--- src/rtl/serv_sleep_ctrl.sv ---
// Sleep/wake controller for the SERV core: halts the core clock on WFI and
// releases it a programmable number of cycles after any enabled interrupt.
module serv_sleep_ctrl #(
  parameter int IRQ_W          = 2,
  parameter int WAKE_DELAY     = 2,
  parameter     RESET_STRATEGY = "MINI"
) (
  input  logic             i_clk,
  input  logic             i_rst,
  input  logic [IRQ_W-1:0] i_irq,
  input  logic [IRQ_W-1:0] i_irq_en,
  input  logic             i_sleep_request,
  input  logic             i_cnt_done,
  output logic             o_clk_halt,
  output logic             o_sleeping,
  output logic             o_wake,
  output logic [IRQ_W-1:0] o_wake_src
);

  localparam int CNT_W = (WAKE_DELAY > 0) ? $clog2(WAKE_DELAY + 1) : 1;
  localparam logic [CNT_W-1:0] CNT_LOAD = CNT_W'(WAKE_DELAY);
  localparam logic [CNT_W-1:0] CNT_ONE  = CNT_W'(1);
  localparam logic [CNT_W-1:0] CNT_ZERO = {CNT_W{1'b0}};

  localparam logic [1:0] ST_RUN   = 2'd0;
  localparam logic [1:0] ST_SLEEP = 2'd1;
  localparam logic [1:0] ST_WAKE  = 2'd2;

  // The source capture register is the only datapath state; it may skip reset.
  localparam bit RESET_SRC = (RESET_STRATEGY != "NONE");

  logic [1:0]       state_r;
  logic [1:0]       state_s;
  logic [CNT_W-1:0] cnt_r;
  logic [CNT_W-1:0] cnt_s;
  logic [IRQ_W-1:0] hit_vec_s;
  logic             wake_hit_s;
  logic             capture_s;

  // Enabled interrupt lines and their reduction.
  always_comb begin
    hit_vec_s  = i_irq & i_irq_en;
    wake_hit_s = |hit_vec_s;
  end

  // Next-state, delay counter and source-capture decode.
  always_comb begin
    state_s   = state_r;
    cnt_s     = cnt_r;
    capture_s = 1'b0;
    case (state_r)
      ST_RUN: begin
        // A WFI that finds an enabled IRQ already pending retires as a NOP.
        if (i_sleep_request && i_cnt_done && !wake_hit_s) begin
          state_s = ST_SLEEP;
        end else begin
          state_s = ST_RUN;
        end
      end
      ST_SLEEP: begin
        if (wake_hit_s) begin
          capture_s = 1'b1;
          if (WAKE_DELAY == 0) begin
            state_s = ST_RUN;
          end else begin
            state_s = ST_WAKE;
            cnt_s   = CNT_LOAD;
          end
        end else begin
          state_s = ST_SLEEP;
        end
      end
      ST_WAKE: begin
        // Committed wake: IRQ lines are no longer consulted here.
        if (cnt_r <= CNT_ONE) begin
          state_s = ST_RUN;
          cnt_s   = CNT_ZERO;
        end else begin
          state_s = ST_WAKE;
          cnt_s   = cnt_r - CNT_ONE;
        end
      end
      default: begin
        state_s = ST_RUN;
        cnt_s   = CNT_ZERO;
      end
    endcase
  end

  // Control state and registered outputs, all derived from the next state.
  always_ff @(posedge i_clk) begin
    if (i_rst) begin
      state_r    <= ST_RUN;
      cnt_r      <= CNT_ZERO;
      o_clk_halt <= 1'b0;
      o_sleeping <= 1'b0;
      o_wake     <= 1'b0;
    end else begin
      state_r    <= state_s;
      cnt_r      <= cnt_s;
      o_clk_halt <= (state_s != ST_RUN);
      o_sleeping <= (state_s == ST_SLEEP);
      o_wake     <= (state_s == ST_RUN) && (state_r != ST_RUN);
    end
  end

  // Wake-source capture; held until the next wake event.
  always_ff @(posedge i_clk) begin
    if (i_rst && RESET_SRC) begin
      o_wake_src <= {IRQ_W{1'b0}};
    end else if (capture_s && !i_rst) begin
      o_wake_src <= hit_vec_s;
    end else begin
      o_wake_src <= o_wake_src;
    end
  end

endmodule

--- config.mk ---
export PLATFORM = sky130hd
export DESIGN_NAME = serv_sleep_ctrl
export DESIGN_NICKNAME = d
export VERILOG_FILES = /design/src/rtl/serv_sleep_ctrl.sv
export SDC_FILE = /design/constraint.sdc
export NUM_CORES = 1
export LEC_CHECK = 0
export ABC_AREA = 1
export CAP_MARGIN = 20
export CORE_AREA = 2 2 39 41
export DETAILED_ROUTE_END_ITERATION = 12
export DIE_AREA = 0 0 41 43
export GPL_TIMING_DRIVEN = 0
export SLEW_MARGIN = 15
export SYNTH_ARGS = -nofsm -noshare
export SYNTH_HDL_FRONTEND = slang
export SYNTH_SLANG_ARGS = --single-unit
--- constraint.sdc ---
create_clock -name i_clk -period 2.3 [get_ports i_clk]
set_clock_uncertainty 0.2 [all_clocks]
set_input_delay 0.23 -clock i_clk [delete_from_list [all_inputs] [get_ports i_clk]]
set_output_delay 0.23 -clock i_clk [all_outputs]
set_load 0.005 [all_outputs]
==> metrics.txt <==
CTS Sinks=9; Max Fclk=664 MHz; vias=416; WP data arrival=1080 ps; CTS Hold Buffers Added=0; Setup crit end kind=output pin; vias in the first global route=384; Max Fanout on Critical Path=2; status=finished, final reports clean; Sw Share=23.8%; dominant cells by area after synthesis=dfxtp_1 (40%), inv_1 (12%), nand2_1 (12%), ha_1 (11%), nand3_1 (6.6%); Leak=0.318 nW; fin crit period=1510 ps; Slew headroom=85.7%; clock latency on the worst-skew pair=260 ps; critical path depth=1; Comb pwr share=14.6%; crit share post-route=65.5%; setup TNS=0 ps; Max rail drop VDD=0.174 mV; Cell Area, Synth=452 um2; Worst EP required=1870 ps; Synth cell types=9; port buffer count=12; Fin. Hold Viols=0; WHS Path Cells=4; DRC Markers=0; Max H-tree Level=1; Crit-path slowest cell=clkdlybuf4s50_1; grt peak-use layer=met2; # fillers=146; initial antenna violation count=0; pwr dens=544 nW/um2; Routability Congestion=0.724; Synth Warn #=0; RSZ-0062 raised after global routing=false; slowest stage delay, CP=490 ps; startpoint types=flop; die area=1760 um2; final setup fails=0; cts bufs inserted=3; cts repair resizes=0; post-DP HPWL=691 um; register area share after synthesis=39.9%; DRT Pass-1 Iters=4; clk buf depth=2; Switch Pwr=80.1 uW; post-route ant nets=0; post-synth top area share=39.9%; core area=1380 um2; GRT met3 Usage=4.71%; Slew Limit Fails=0; worst-margin pin slew=215 ps; hold slack=318 ps; wire length per cell=9.29 um; layout cells sized above 1=8.64%; Die Ht=43 um; clock network fraction of total power=35.9%; TritonCTS clock tree=built; row count=14; Iter 0 DRT Violations=3; Reg clk slew, reported paths=60 ps; Starting Density=32.6%; Worst Reg-to-Reg Cells=8; first-pass GRT wire length=1400 um; vias per inst=4.29; largest net degree at the start of global routing=7; area delta synth->final=36.8%; clk root buf=clkbuf_4; Setup Buffers After CTS=0; Antenna Cells=0; crit-path cells=clkdlybuf4s50_1; Cells after Synth=65; max cap viols=0; Total GRT Usage=12.1%; remaining global-route overflow=0; Seq pwr share=49.5%; Post-Syn Nets=77; critical path type=flop to output pin; internal power=256 uW; Top delay family on crit path=buffers and inverters; GR Layer Usage met1=12.3%; Hold Crit Class=flop to flop; Total Wirelength=901 um; met2 usage=19.1%; Buffers & Inverters on Critical Path=1; post-synthesis sequential element count=9; Post-Syn Area per Cell=6.95 um2; post-synth top area cell=dfxtp_1; layout net count=94; Die Span X=41 um; num ports=13
-- synthesized netlist by cell type (all sizes together) --
library cell,count
a21oi,5
dfxtp,9
ha,4
inv,14
nand2,18
nand3,6
nand4,1
nor2,8
-- cell families (layout without fill, tap and decap cells) --
| kind of cell | Yosys count | after routing | share of synthesized area (%) |
|---|---|---|---|
| AO/OA/AOI/OAI | 5 | 5 | 5.54 |
| adder cells (fa/ha/maj) | 4 | 4 | 11.1 |
| buffers and inverters | 14 | 30 | 11.6 |
| flip-flops | 9 | 9 | 39.9 |
| AND/OR/NAND/NOR | 33 | 33 | 31.9 |
-- metrics by stage --
step	total power, mW	util, %	cells	cell area (um2)	setup slack (ps)
2_1_floorplan	0.195	-	65	452	1030
3_5_place_dp	0.219	42.8	93	592	790
5_1_grt	0.362	44.7	97	618	727
3_3_place_gp	0.219	42.8	93	592	824
4_1_cts	0.344	44.7	97	618	770
6_report	0.336	44.7	97	618	793
-- metal layers --
| layer | wire [um] | vias to the layer above | share of wire, % |
|---|---|---|---|
| met1 | 415 | 175 | 46 |
| met2 | 417 | 12 | 46 |
| met4 | 11 | 0 | 1.2 |
| met5 | 0 | - | 0 |
| met3 | 57 | 2 | 6.3 |
| li1 | - | 227 | - |
-- final cells by class --
class	count	area (um2)	share of cell area, %
Sequential cell	9	180	29.1
Multi-Input combinational cell	42	219	35.4
Inverter	14	52.6	8.50
Clock buffer	4	26.3	4.25
Tap cell	16	20.0	3.24
Timing Repair Buffer	12	120	19.4
-- placed cells by master (no fill, tap or decap), drive strengths merged --
master / Yosys / routed
clkbuf: 0 / 4
nand2: 18 / 18
dfxtp: 9 / 9
nor2: 8 / 8
clkdlybuf4s50: 0 / 12
nand4: 1 / 1
ha: 4 / 4
inv: 14 / 14
a21oi: 5 / 5
nand3: 6 / 6
-- sequential cells by signal, indices dropped and copies added (netlist names) --
register	count
o_wake_src	2
state_r	2
o_sleeping	1
o_clk_halt	1
o_wake	1
cnt_r	2
-- power by group through the flow --
stage               registers, mW  clock network [mW]  logic [mW]
global placement            0.170                   0      0.0492
detailed placement          0.170                   0      0.0494
global route                0.167               0.140      0.0551
floorplan                   0.170                   0      0.0245
finish                      0.167               0.121      0.0492
CTS                         0.167               0.128      0.0497
-- worst reg2reg max path, stage by stage, from the launching register on --
cell and delay [ps]:
dfxtp_1 350, inv_1 70, ha_1 280, inv_1 70, nor2_1 40, nand2_1 50, nand3_1 70, nand2_1 60
nor2_1 40
-- path summary, 6_finish.rpt --
| kind | from | to | slack (ps) |
|---|---|---|---|
| worst max-delay path | o_wake_src[1] | o_wake_src[1] | 790 |
| worst min-delay path | o_wake_src[1] | o_wake_src[1] | 320 |
| worst max register to register | state_r[0] | cnt_r[0] | 960 |
| worst min register to register | o_wake_src[1] | o_wake_src[1] | 320 |
No activity file was read; power rests on OpenSTA's default activity.
